`config.mk`:
```
export PLATFORM = sky130hd
export DESIGN_NAME = control_unit
export DESIGN_NICKNAME = d
export VERILOG_FILES = /design/src/rtl/cpu_defs.sv /design/src/rtl/alu_decoder.sv /design/src/rtl/control_unit.sv
export SDC_FILE = /design/constraint.sdc
export NUM_CORES = 1
export LEC_CHECK = 0
export CAP_MARGIN = 20
export CORE_UTILIZATION = 30
export CTS_BUF_LIST = sky130_fd_sc_hd__clkbuf_8
export CTS_CLUSTER_SIZE = 8
export DETAILED_ROUTE_END_ITERATION = 12
export GPL_ROUTABILITY_DRIVEN = 0
export SLEW_MARGIN = 20
export SYNTH_ARGS = -nofsm -noshare
export SYNTH_HDL_FRONTEND = slang
export SYNTH_SLANG_ARGS = --single-unit
```
`constraint.sdc`:
```
create_clock -name clk -period 1.6 [get_ports clk]
set_input_delay 0.48 -clock clk [delete_from_list [all_inputs] [get_ports clk]]
set_output_delay 0.48 -clock clk [all_outputs]
set_load 0.05 [all_outputs]
```
`src/rtl/cpu_defs.sv`:
```
// Shared encodings for the multicycle CPU: FSM states, instruction fields,
// ALU operation codes and datapath multiplexer selects.
package cpu_defs;

    typedef enum logic [3:0] {
        FETCH       = 4'd0,
        FETCH_WAIT  = 4'd1,
        DECODE      = 4'd2,
        MEM_ADDR    = 4'd3,
        MEM_RD      = 4'd4,
        MEM_RD_WAIT = 4'd5,
        MEM_WB      = 4'd6,
        MEM_WR      = 4'd7,
        R_EXEC      = 4'd8,
        R_WB        = 4'd9,
        ADDI_EXEC   = 4'd10,
        ADDI_WB     = 4'd11,
        BRANCH      = 4'd12,
        JUMP        = 4'd13,
        ILLEGAL     = 4'd14
    } state_t;

    localparam logic [5:0] OP_RTYPE = 6'h00;
    localparam logic [5:0] OP_LW    = 6'h23;
    localparam logic [5:0] OP_SW    = 6'h2B;
    localparam logic [5:0] OP_ADDI  = 6'h08;
    localparam logic [5:0] OP_BEQ   = 6'h04;
    localparam logic [5:0] OP_J     = 6'h02;

    localparam logic [5:0] FN_ADD = 6'h20;
    localparam logic [5:0] FN_SUB = 6'h22;
    localparam logic [5:0] FN_AND = 6'h24;
    localparam logic [5:0] FN_OR  = 6'h25;

    localparam logic [2:0] ALU_NOP = 3'b000;
    localparam logic [2:0] ALU_ADD = 3'b001;
    localparam logic [2:0] ALU_SUB = 3'b010;
    localparam logic [2:0] ALU_AND = 3'b011;
    localparam logic [2:0] ALU_OR  = 3'b100;

    localparam logic       MUXA_PC   = 1'b0;
    localparam logic       MUXA_REGA = 1'b1;

    localparam logic [1:0] MUXB_REGB    = 2'b00;
    localparam logic [1:0] MUXB_FOUR    = 2'b01;
    localparam logic [1:0] MUXB_IMM     = 2'b10;
    localparam logic [1:0] MUXB_IMM_SH2 = 2'b11;

    localparam logic [1:0] PCSRC_ALU    = 2'b00;
    localparam logic [1:0] PCSRC_ALUOUT = 2'b01;
    localparam logic [1:0] PCSRC_JUMP   = 2'b10;

    typedef struct packed {
        logic       pc_write;
        logic       pc_write_cond;
        logic       iord;
        logic       mem_wr;
        logic       ir_write;
        logic       reg_write;
        logic       reg_dst;
        logic       mem_to_reg;
        logic       mux_a;
        logic [1:0] mux_b;
        logic [2:0] alu;
        logic [1:0] pc_source;
        logic       opcode_err;
    } ctrl_t;

endpackage

```
`src/rtl/alu_decoder.sv`:
```
// Maps an R-type funct field to an ALU operation; unsupported functs
// return ALU_NOP and raise illegal.
module alu_decoder
    import cpu_defs::*;
(
    input  logic [5:0] funct,
    output logic [2:0] alu_control,
    output logic       illegal
);

    always_comb begin
        alu_control = ALU_NOP;
        illegal     = 1'b0;
        case (funct)
            FN_ADD:  alu_control = ALU_ADD;
            FN_SUB:  alu_control = ALU_SUB;
            FN_AND:  alu_control = ALU_AND;
            FN_OR:   alu_control = ALU_OR;
            default: illegal     = 1'b1;
        endcase
    end

endmodule

```
`src/rtl/control_unit.sv`:
```
// Multicycle CPU control FSM (Moore). Outputs are registered alongside the
// state, so each output word is computed from the state being entered.
module control_unit
    import cpu_defs::*;
(
    input  logic       clk,
    input  logic       reset,
    input  logic [5:0] opcode,
    input  logic [5:0] funct,
    input  logic       zero,
    output logic       pc_write,
    output logic       pc_write_cond,
    output logic       iord,
    output logic       mem_wr,
    output logic       ir_write,
    output logic       reg_write,
    output logic       reg_dst,
    output logic       mem_to_reg,
    output logic       mux_a_control,
    output logic [1:0] mux_b_control,
    output logic [2:0] alu_control,
    output logic [1:0] pc_source,
    output logic       opcode_err
);

    state_t     state;
    state_t     state_nxt;
    ctrl_t      ctrl_q;
    logic [2:0] r_alu;
    logic       r_illegal;

    // The branch decision is made by the datapath from pc_write_cond & zero.
    logic unused_zero;
    assign unused_zero = zero;

    alu_decoder u_alu_decoder (
        .funct       (funct),
        .alu_control (r_alu),
        .illegal     (r_illegal)
    );

    function automatic ctrl_t ctrl_for(input state_t s, input logic [2:0] rtype_alu);
        ctrl_t c;
        c = '0;
        case (s)
            FETCH_WAIT: begin
                c.ir_write  = 1'b1;
                c.pc_write  = 1'b1;
                c.mux_a     = MUXA_PC;
                c.mux_b     = MUXB_FOUR;
                c.alu       = ALU_ADD;
                c.pc_source = PCSRC_ALU;
            end
            DECODE: begin
                c.mux_a = MUXA_PC;
                c.mux_b = MUXB_IMM_SH2;
                c.alu   = ALU_ADD;
            end
            MEM_ADDR, ADDI_EXEC: begin
                c.mux_a = MUXA_REGA;
                c.mux_b = MUXB_IMM;
                c.alu   = ALU_ADD;
            end
            MEM_RD, MEM_RD_WAIT: c.iord = 1'b1;
            MEM_WB: begin
                c.reg_write  = 1'b1;
                c.mem_to_reg = 1'b1;
            end
            MEM_WR: begin
                c.iord   = 1'b1;
                c.mem_wr = 1'b1;
            end
            R_EXEC: begin
                c.mux_a = MUXA_REGA;
                c.mux_b = MUXB_REGB;
                c.alu   = rtype_alu;
            end
            R_WB: begin
                c.reg_write = 1'b1;
                c.reg_dst   = 1'b1;
            end
            ADDI_WB: c.reg_write = 1'b1;
            BRANCH: begin
                c.mux_a         = MUXA_REGA;
                c.mux_b         = MUXB_REGB;
                c.alu           = ALU_SUB;
                c.pc_write_cond = 1'b1;
                c.pc_source     = PCSRC_ALUOUT;
            end
            JUMP: begin
                c.pc_write  = 1'b1;
                c.pc_source = PCSRC_JUMP;
            end
            ILLEGAL: c.opcode_err = 1'b1;
            default: c = '0;
        endcase
        return c;
    endfunction

    always_comb begin
        state_nxt = FETCH;
        case (state)
            FETCH:       state_nxt = FETCH_WAIT;
            FETCH_WAIT:  state_nxt = DECODE;
            DECODE: begin
                case (opcode)
                    OP_RTYPE:     state_nxt = R_EXEC;
                    OP_LW, OP_SW: state_nxt = MEM_ADDR;
                    OP_ADDI:      state_nxt = ADDI_EXEC;
                    OP_BEQ:       state_nxt = BRANCH;
                    OP_J:         state_nxt = JUMP;
                    default:      state_nxt = ILLEGAL;
                endcase
            end
            MEM_ADDR:    state_nxt = (opcode == OP_LW) ? MEM_RD : MEM_WR;
            MEM_RD:      state_nxt = MEM_RD_WAIT;
            MEM_RD_WAIT: state_nxt = MEM_WB;
            R_EXEC:      state_nxt = r_illegal ? ILLEGAL : R_WB;
            ADDI_EXEC:   state_nxt = ADDI_WB;
            // Terminal states and the unused encoding all fall back to FETCH.
            default:     state_nxt = FETCH;
        endcase
    end

    always_ff @(posedge clk or negedge reset) begin
        if (!reset) begin
            state  <= FETCH;
            ctrl_q <= '0;
        end else begin
            state  <= state_nxt;
            ctrl_q <= ctrl_for(state_nxt, r_alu);
        end
    end

    assign pc_write      = ctrl_q.pc_write;
    assign pc_write_cond = ctrl_q.pc_write_cond;
    assign iord          = ctrl_q.iord;
    assign mem_wr        = ctrl_q.mem_wr;
    assign ir_write      = ctrl_q.ir_write;
    assign reg_write     = ctrl_q.reg_write;
    assign reg_dst       = ctrl_q.reg_dst;
    assign mem_to_reg    = ctrl_q.mem_to_reg;
    assign mux_a_control = ctrl_q.mux_a;
    assign mux_b_control = ctrl_q.mux_b;
    assign alu_control   = ctrl_q.alu;
    assign pc_source     = ctrl_q.pc_source;
    assign opcode_err    = ctrl_q.opcode_err;

endmodule

```
==> results of run 1 <==
-- worst paths after layout --
check,start,end,slack [ns],cells after the start
min in group asynchronous,reset,reg_dst,0.56,2
hold / removal,funct[4],reg_dst,0.52,4
max in group asynchronous,reset,state[3],0.81,2
setup / recovery,state[3],alu_control[0],-0.08,6
setup reg to reg,state[3],alu_control[0],-0.08,6
hold reg to reg,state[1],ir_write,0.66,2
-- layout make-up --
cell class / instances / area, um2
fill: 271 / 1230
timing repair buffer: 60 / 658
multi-input combinational: 69 / 562
sequential: 20 / 505
tap: 44 / 55.1
clock buffer: 3 / 41.3
clock inverter: 1 / 30.0
inverter: 5 / 18.8
-- where the power goes --
group / internal (mW) / switching, mW
Clock: 0.335 / 0.181
Sequential: 0.682 / 0.190
Combinational: 1.27 / 1.26
-- worst max-delay path: stages, from the launching register on --
cell	delay [ns]
dfrtp_2	0.47
buf_4	0.17
a21boi_2	0.16
o21ai_2	0.19
o21ai_4	0.12
and4_1	0.18
a311o_1	0.28
-- logic make-up after synthesis --
family,count (synthesis),share of synthesized area
xor gates and xnor gates,1,0.00876
DFF,20,0.501
AOI/OAI and AO/OA,22,0.166
buffers and inverters,11,0.0576
muxes,1,0.0100
and+or+nand+nor,45,0.257
-- what timing repair did --
action	CTS	global route
hold endpoints to repair	0	0
endpoints found under the setup margin	14	8
resized for setup	66	4
buffers inserted	4	1
pin swaps	13	2
-- Yosys cell counts (2+ instances only) --
cell / number
a21oi_1: 5
and2_1: 2
buf_2: 4
dfrtp_1: 20
inv_1: 5
nand2_1: 6
nand2b_1: 4
nand3_1: 2
nor2_1: 8
nor3_1: 7
nor4_1: 3
o21ai_0: 5
-- metrics by stage --
step           cell area, um2  hold WS, ns
3_5_place_dp             1720        0.672
2_1_floorplan            1050        0.184
3_3_place_gp             1720        0.668
5_1_grt                  1870        0.542
6_report                 1870        0.517
4_1_cts                  1860        0.520
-- metal layers --
| metal | wire length, um | GRT usage |
|---|---|---|
| met5 | 0 | 0 |
| met4 | 56 | 0.0698 |
| met3 | 130 | 0.0346 |
| met2 | 1580 | 0.329 |
| met1 | 1190 | 0.220 |
==> summary by stage, run 1 <==
Worst setup path
STA puts the critical path data required time at around 1.8 ns. The largest driver fanout on the critical path is 7. The critical path in this run is classified as register to register. The data arrival time of the critical path is around 1.8 ns.

The critical path endpoint category is a register. The startpoint class of the critical path is a register.

Power and ir drop
For this design the ratio of total power to cell area is between 2000 and 2500 nW/um2. The design draws 3.91 mW. For this design the static power due to leakage is around 0.83 nW.

The worst-case IR drop observed on VDD is about 0.00093 V.

Floorplanning
The floorplan step defined a die boundary enclosing approximately 3600 um2. The number of core rows is 20. The floorplan step set the die width to between 50 and 60 um.

The vertical extent of the die is between 50 and 60 um. For this configuration, the core starts out at a cell density of 0.322. The I/O pin count is 32. The placeable core area is 3100 um2.

Clocking
The number of clock buffers inserted by TritonCTS is 3. The clock-pin slew on the worst setup and hold paths is approximately 0.08 ns. The clock reaches the later pin of the worst-skew pair after about 0.27 ns. The CTS tree is built. The maximum root-to-sink buffer count is 2. The tree is rooted in a clkbuf_8. The clock sink count is 20. The H-tree depth is 1. The number of hold buffers added after CTS was 0.

Timing
The final setup skew is ~0.0013 ns. The final critical-path share of the clock period is 1.05. For this run, the top clock speed supported by timing is about 600 MHz. Across all setup checks in the final design, the least slack found is -0.0795 ns. The worst-case headroom to the max-slew limit is 0.735. The count of endpoints failing hold in the final timing report is 0. Setup repair after global routing could not meet its margin everywhere. At the pin with the least slew margin, the transition time is between 0.3 and 0.4 ns.

Summed over all failing endpoints, the final setup total negative slack is -0.280 ns. Setup violations remaining at the end of the flow were counted as 7. The final count of pins violating max slew is 0. After layout, the minimum clock period comes to about 1.7 ns.

Drt
After the first detailed-routing iteration, the DRC count stood at 26. The mean number of vias per cell is approximately 4.9. The average wire per standard cell is 14.6 um. The routed wire length is a little under 3 mm. The remaining routing DRC violations is 0. For this run, the detailed router's first-pass iteration total came to 4. The post-route antenna net violation count is 0.

The via count is about 1000.

Logic synthesis
Yosys mapped the design onto 41 distinct sky130hd cell types. For this run, the leading register cell type out of synthesis is dfrtp_1. The count of warnings emitted by yosys is 0. The number of synthesized flops with an enable pin is 0.

Summed over all instances, the cell type with the most area after synthesis is dfrtp_1. A synthesized cell averages 10.0 um2. The gate count after technology mapping is 100. The synthesis-stage register bit count is 20. The share of flip-flops with an asynchronous set or reset is 1.00.

Of the post-synthesis cell area, the dominant cell type holds 0.501. The sequential-to-total area share from yosys stat is 0.501. Counting every net in the synthesized netlist gives approximately 120. Ranked by total cell area, the synthesized netlist is headed by dfrtp_1 50%, nor3_1 3.5%, nor2_1 3.0%, a21oi_1 2.5%, nand2b_1 2.5%. The mapped netlist covers roughly 1000 um2.

Finish
In the layout the commonest cells are 30 x buf_4, 17 x buf_12, 16 x dfrtp_1, 8 x nor2_1, 7 x buf_2. The flip-flop count of the largest register after layout is 4. The net count of the finished layout is 174. The number of antenna diodes is 0. The most common cell after layout, fill and taps aside is buf_4. The area overhead of the layout relative to synthesis is 87.1%. The register bank with the most flops is state. The final standard cell utilization of the core is 0.603. The final instance count without filler cells is between 200 and 250. The fraction of layout cells with a size suffix above 1 is 0.582.

GRT
The number of global-route vias before repair is between 1000 and 1500. The first global-routing pass estimated between 4 and 5 mm of wire. The number of antenna violations at the first check in global routing is 0. The overall overflow remaining after global route is 0. The total routing usage reported by global routing is 0.185. Entering global routing, the biggest net connects 21 pins.

Run status
The final reports fail on setup timing. The flow ran to the end, but the final reports show violations.

Hold path
In this run the worst hold path is classified as input port to register.

Placement
Port buffering added 30 buffers. The setup slack after placement is -0.747 ns. The number of placed instances, taps included, is roughly 190.

The HPWL after detailed placement is approximately 2.1 mm.

Run
The max-cap check violation count is 0.
No activity file was read; power rests on OpenSTA's default activity.
==> run 2: changes to the inputs <==
Settings changed: SKIP_CTS_REPAIR_TIMING from default to 1, SLEW_MARGIN 20 to default.
==> run 2 against run 1 <==
Against the previous run: the run still ends with setup timing left; maximum frequency rose by 1.7%; die area did not move; clock power barely moved; first-iteration DRC count fell by 15%; critical path depth did not move; count of clock-buffer cells in the layout did not move; flip-flop and latch count did not move; combinational power barely moved; cell count did not move; worst hold slack improved by 0.010 ns; critical endpoint unchanged.
==> summary by stage, run 2 (synthesis results as in run 1) <==
Worst setup path
STA classifies the critical path endpoint as a register. The data arrival time of the critical path is 1.80 ns (-0.03 ns). The depth of the worst register-to-register path was 6 (unchanged). The worst register-to-register path ends at alu_control[0]. The critical path goes through buf_4, a21boi_2, o21ai_2, o21ai_4, and4_1, a311o_1.

The slack of the worst reg-to-reg path came to -0.05 ns (+0.03 ns). The startpoint class of the critical path is a register. The peak per-stage delay on the critical path was 0.45 ns (-0.02 ns).

The slowest stage of the critical path belongs to the cell dfrtp_2. The worst setup path is of the register to register kind. The largest driver fanout on the critical path came to 6 (-1). The worst register-to-register path begins at state[3]. The number of buffer and inverter instances along the worst setup path was 1 (unchanged).

The family of cells with the greatest summed delay on the critical path is compound AO/OA/AOI/OAI gates. The required time of the critical path is 1.75 ns (about the same).

GRT
The overall overflow remaining after global route is 0 (unchanged). The total routing usage reported by global routing is 0.175 (-0.0101). The wire length of the first global-routing pass came to 4.47 mm (-6.5%). The pin count of the biggest net entering global routing came to 21 (unchanged). The number of global-route vias before repair is 1018 (-2.3%). The number of antenna violations at the first check in global routing was 0 (unchanged).

Clocking
The root buffer cell is clkbuf_8. The H-tree depth is 1 (unchanged). The clock-pin slew on the worst setup and hold paths came to 0.08 ns (about the same). The insertion delay of the later-clocked pin in the worst-skew pair was 0.27 ns (about the same). The maximum root-to-sink buffer count is 2 (unchanged). The number of clock buffers inserted by TritonCTS is 3 (unchanged). The clock sink count is 20 (unchanged). TritonCTS built the clock tree.

Finish
The area growth from synthesis to layout is 89.4%. The post-route standard cell area excluding fillers is 1890 um2 (+1.2%). The final standard cell utilization of the core is 0.610 (+0.00726).

In the layout the commonest cells are 32 x buf_4, 17 x buf_12, 16 x dfrtp_1, 7 x nor2_1. The final instance count without filler cells was 202 (unchanged). The most common cell after layout, fill and taps aside is buf_4. The flip-flop count of the largest register after layout is 4 (unchanged).

The number of antenna diodes is 0 (unchanged). The fraction of layout cells with a size suffix above 1 is 0.582 (unchanged). The post-layout net count is 174 (unchanged). The flip-flop and latch area is 505 um2 (unchanged). The multi-input logic area is 569 um2 (+1.3%). The layout filler cell count is 263 (-3.0%). The register bank with the most flops is state.

Drt
The average wire per standard cell was 14.6 um (-0.51%). The via count came to 984 (-1.0%). The mean number of vias per cell is 4.87 (-1.0%).

The number of DRC violations after detailed-routing iteration 0 is 22 (-15%). The post-route antenna net violation count is 0 (unchanged). The remaining routing DRC violations is 0 (unchanged).

The routed wire length came to 2.94 mm (-0.51%). The length of the first detailed-routing pass in iterations is 4 (unchanged).

Hold path
The path type of the worst min-delay path is input port to register. For hold timing, the worst endpoint is reg_dst. The worst hold path begins at funct[4]. The hold path depth is 4 (unchanged).

Timing
The transition at the pin with the smallest max-transition slack is 0.404 ns (+0.00967 ns). Setup repair after global routing could not meet its margin everywhere. The final count of pins violating max slew is 0 (unchanged).

The final critical-path share of the clock period is 1.03 (-0.0173). The fmax is 605 MHz (+1.7%). The count of endpoints failing hold in the final timing report came to 0 (unchanged). The final setup skew is 0.000851 ns (-0.000475 ns). The summed negative setup slack over all endpoints is -0.0969 ns (+0.183 ns).

The post-layout worst setup margin came to -0.0518 ns (+0.0277 ns). The worst hold slack across all endpoints came to 0.527 ns (+0.0101 ns). The post-route minimum period is 1.65 ns (-0.0277 ns).

The final count of negative-setup-slack endpoints is 4 (-3). The worst-case headroom to the max-slew limit came to 0.729 (-0.00650).

Floorplanning
The number of core rows was 20 (unchanged). The placeable core area is 3100 um2 (unchanged). The I/O pin count is 32 (unchanged). The vertical extent of the die was 59.7 um (unchanged).

The initial core utilization was 0.322 (unchanged). The area of the die is 3570 um2 (unchanged). The die extent in x is 59.7 um (unchanged).

Power and ir drop
The worst IR drop on VDD came to 0.00114 V (+22%). The power density of the placed cells was 2070 nW/um2 (-1.3%). The reported leakage power is 0.859 nW (+4.0%). The post-route total power came to 3.91 mW (about the same).

Placement
The number of buffer cells added on primary ports is 30 (unchanged). The placed wire-length estimate after detailed placement is 2.06 mm (unchanged). The post-detailed-placement cell area came to 1720 um2 (unchanged). The number of placed instances, taps included is 193 (unchanged).

The setup slack after placement came to -0.747 ns (unchanged).

Run status
The final reports fail on setup timing. The flow ran to the end, but the final reports show violations.

Run
The max-cap check violation count is 0 (unchanged).
run 2: area by class of cell:
cell class                 count  share of cell area
clock inverter                 1              0.0159
inverter                       5             0.00991
tap                           44              0.0291
sequential                    20               0.267
clock buffer                   3              0.0218
timing repair buffer          60               0.356
multi-input combinational     69               0.301
run 2: worst register-to-register path: cells and delay by family (launching register included):
family | cells | cell delay [ns]
buffers and inverters | 1 | 0.16
AO/OA/AOI/OAI | 4 | 0.71
flip-flops | 1 | 0.45
AND/OR/NAND/NOR | 1 | 0.21
run 2: layer usage:
| metal | global-route usage | part of all wire | vias to the layer above |
|---|---|---|---|
| met5 | 0 | 0 | - |
| met4 | 0.120 | 0.028 | 0 |
| met3 | 0.0346 | 0.034 | 8 |
| met2 | 0.295 | 0.52 | 29 |
| met1 | 0.198 | 0.42 | 469 |
| li1 | - | - | 478 |
run 2: report_power, final:
group	switching [mW]	internal (mW)	leakage, nW	total, mW
combinational	1.26	1.27	0.563	2.53
clock	0.183	0.335	0.0357	0.517
sequential	0.186	0.682	0.260	0.868
run 2: worst max path at each step:
stage | from | to | slack [ns] | cells past startpoint
6_report | state[3] | alu_control[0] | -0.05 | 6
5_1_grt | state[3] | alu_control[0] | -0.13 | 6
4_1_cts | funct[2] | pc_write | -0.48 | 7
3_5_place_dp | funct[2] | alu_control[0] | -0.75 | 7
3_3_place_gp | funct[2] | opcode_err | -0.69 | 7
2_1_floorplan | funct[2] | alu_control[0] | -0.07 | 6
==> run 3: changes to the inputs <==
Settings changed: CORE_MARGIN from default to 2, SLEW_MARGIN from default to 10.
==> run 3 against run 2 <==
Against the previous run: flip-flop and latch count unchanged; the run still ends with setup timing left; power up 2.1%; die area increased by 6.8%; critical endpoint unchanged; first-iteration DRC count grew 32%; maximum frequency shrank 2.9%; global-route usage down 1.1 points; core utilization rose by 1.5 points; combinational power rose by 3%; critical path depth up 2; cell count increased by 1.5%; via count grew 1.1%.
==> summary by stage, run 3 (synthesis results as in run 1) <==
Finish
The final standard cell utilization of the core was 0.625 (+0.0149). The top cell types in the final layout, fill and taps aside, are 33 x buf_4, 17 x buf_12, 16 x dfrtp_1, 7 x dlymetal6s2s_1, 6 x nor2_1. The flip-flop count of the largest register after layout was 4 (unchanged). The register bank with the most flops is state. The library cell used most frequently in the layout, excluding fill and tap cells, is buf_4. From synthesis to final layout, the design area changed by 94.0%. The post-route standard cell area excluding fillers is 1940 um2 (+2.4%). The final instance count without filler cells came to 205 (+1.5%). The post-layout net count is 177 (+1.7%).

The layout filler cell count came to 259 (-1.5%). The fraction of layout cells with a size suffix above 1 came to 0.584 (+0.00157). The number of antenna diodes came to 0 (unchanged).

Run status
The run finished, with violations left. The final reports fail on setup timing.

Power and ir drop
The fraction of power consumed by sequential logic is 0.219 (-0.003). The part of the total power dissipated in combinational logic is 0.652 (+0.006). The power density of the placed cells came to 2060 nW/um2 (-0.35%). The worst IR drop on VDD is 0.00115 V (+1.1%). The reported leakage power came to 0.907 nW (+5.6%). The portion of total power attributed to the clock network was 0.129 (-0.003).

The net switching share of the total power came to 0.416 (about the same). The net switching power of the design was 1.66 mW (+2.1%). The post-route total power is 3.99 mW (+2.1%). The internal power is 2.33 mW (+2.1%).

Clocking
The clock-pin slew on the worst setup and hold paths is 0.08 ns (about the same). The number of clock buffers inserted by TritonCTS is 3 (unchanged). The root buffer cell is clkbuf_8.

The insertion delay of the later-clocked pin in the worst-skew pair is 0.26 ns (about the same). The CTS tree is built. The maximum root-to-sink buffer count is 2 (unchanged). The clock sink count came to 20 (unchanged). The H-tree depth was 1 (unchanged).

Worst setup path
The critical setup path kind is input port to register. The slack of the worst reg-to-reg path came to -0.06 ns (about the same). The data arrival time of the critical path is 1.85 ns (+0.05 ns). The launch point of the worst reg-to-reg path is state[3]. The end point of the critical path is alu_control[0]. The critical path endpoint category is a register.

The depth of the worst register-to-register path is 7 (+1). The required time of the critical path is 1.75 ns (about the same). In this run the critical register-to-register path is captured at mux_b_control[1]. The largest driver fanout on the critical path came to 7 (+1).

The most critical setup path has its startpoint at opcode[5]. The worst setup path is launched from an input port.

Timing
The final count of negative-setup-slack endpoints is 6 (+2). The fmax came to 588 MHz (-2.9%). Setup repair after global routing could not meet its margin everywhere.

The worst-case headroom to the max-slew limit is 0.691 (-0.0380). The post-layout worst setup margin is -0.101 ns (-0.0497 ns). The worst hold slack across all endpoints was 0.525 ns (-0.00172 ns). The count of endpoints failing hold in the final timing report was 0 (unchanged). The summed negative setup slack over all endpoints came to -0.240 ns (-0.144 ns). The post-route minimum period came to 1.70 ns (+0.0497 ns). The final setup skew was 0.00426 ns (+0.00341 ns). The final critical-path share of the clock period came to 1.06 (+0.0311). The transition at the pin with the smallest max-transition slack is 0.460 ns (+0.0559 ns). The final count of pins violating max slew is 0 (unchanged).

Floorplanning
The placeable core area came to 3100 um2 (unchanged). The I/O pin count came to 32 (unchanged). The number of core rows is 20 (unchanged). The area of the die is 3810 um2 (+6.8%). The die extent in x is 61.7 um (+3.3%). The initial core utilization came to 0.322 (unchanged). The vertical extent of the die was 61.7 um (+3.3%).

Drt
The mean number of vias per cell is 4.85 (-0.36%). The post-route antenna net violation count is 0 (unchanged). The routed length on met1 was 1.21 mm (-0.65%). The number of DRC violations after detailed-routing iteration 0 is 29 (+32%). The length of the first detailed-routing pass in iterations came to 6 (+2). The uppermost layer routed is met4. The average wire per standard cell is 14.9 um (+2.6%). The routed wire length is 3.06 mm (+4.1%).

The routed length on met2 came to 1.62 mm (+5.3%). The met3 routed wirelength is 167 um (+65%). The via count was 995 (+1.1%). The remaining routing DRC violations is 0 (unchanged).

Placement
The number of buffer cells added on primary ports is 30 (unchanged). The number of placed instances, taps included is 196 (+1.6%). The post-detailed-placement cell area is 1750 um2 (+1.3%). The placed wire-length estimate after detailed placement came to 2.12 mm (+2.7%). The setup slack after placement was -0.721 ns (+0.0256 ns).

Run
The max-cap check violation count is 0 (unchanged).

GRT
The total routing usage reported by global routing is 0.164 (-0.0108). The overall overflow remaining after global route is 0 (unchanged). The wire length of the first global-routing pass is 4.47 mm (unchanged). The number of antenna violations at the first check in global routing is 0 (unchanged). The number of global-route vias before repair was 981 (-3.6%). The pin count of the biggest net entering global routing is 21 (unchanged).

Hold path
The tightest min-delay check is of the input port to register type.
-- run 3: worst max-delay path, stage by stage --
cell	delay [ns]
dlymetal6s2s_1	0.16
buf_4	0.14
nor3_2	0.20
a21oi_2	0.12
o21ai_2	0.16
o21ai_2	0.13
and4_1	0.18
a311o_1	0.27
-- run 3: layer usage --
metal / global-route usage / up-vias
li1: - / 479
met1: 0.191 / 476
met2: 0.289 / 34
met3: 0.0352 / 6
met4: 0.0729 / 0
met5: 0 / -
-- run 3: power groups by stage --
stage               logic [mW]  registers [mW]  clock network (mW)
floorplan                0.865            1.12                   0
global placement          2.23           0.863                   0
detailed placement        2.27           0.863                   0
CTS                       2.29           0.856               0.512
global route              2.75           0.895               0.537
finish                    2.60           0.875               0.516
-- run 3: worst min-delay path by stage --
stage,from,to,slack [ns],cells past startpoint
finish,funct[4],reg_dst,0.53,4
global route,funct[4],reg_dst,0.54,4
global placement,state[1],ir_write,0.67,2
floorplan,reset,alu_control[0],0.18,0
CTS,reset,alu_control[0],0.57,2
detailed placement,state[0],reg_dst,0.69,3
-- run 3: area by class of cell --
cell class / count / area (um2) / share of cell area
clock buffers: 3 / 41.3 / 0.0213
inverters: 5 / 18.8 / 0.00968
clock inverters: 1 / 30.0 / 0.0155
multi-input cells: 69 / 578 / 0.298
well taps: 44 / 55.1 / 0.0284
flip-flops and latches: 20 / 505 / 0.261
repair buffers: 63 / 711 / 0.366
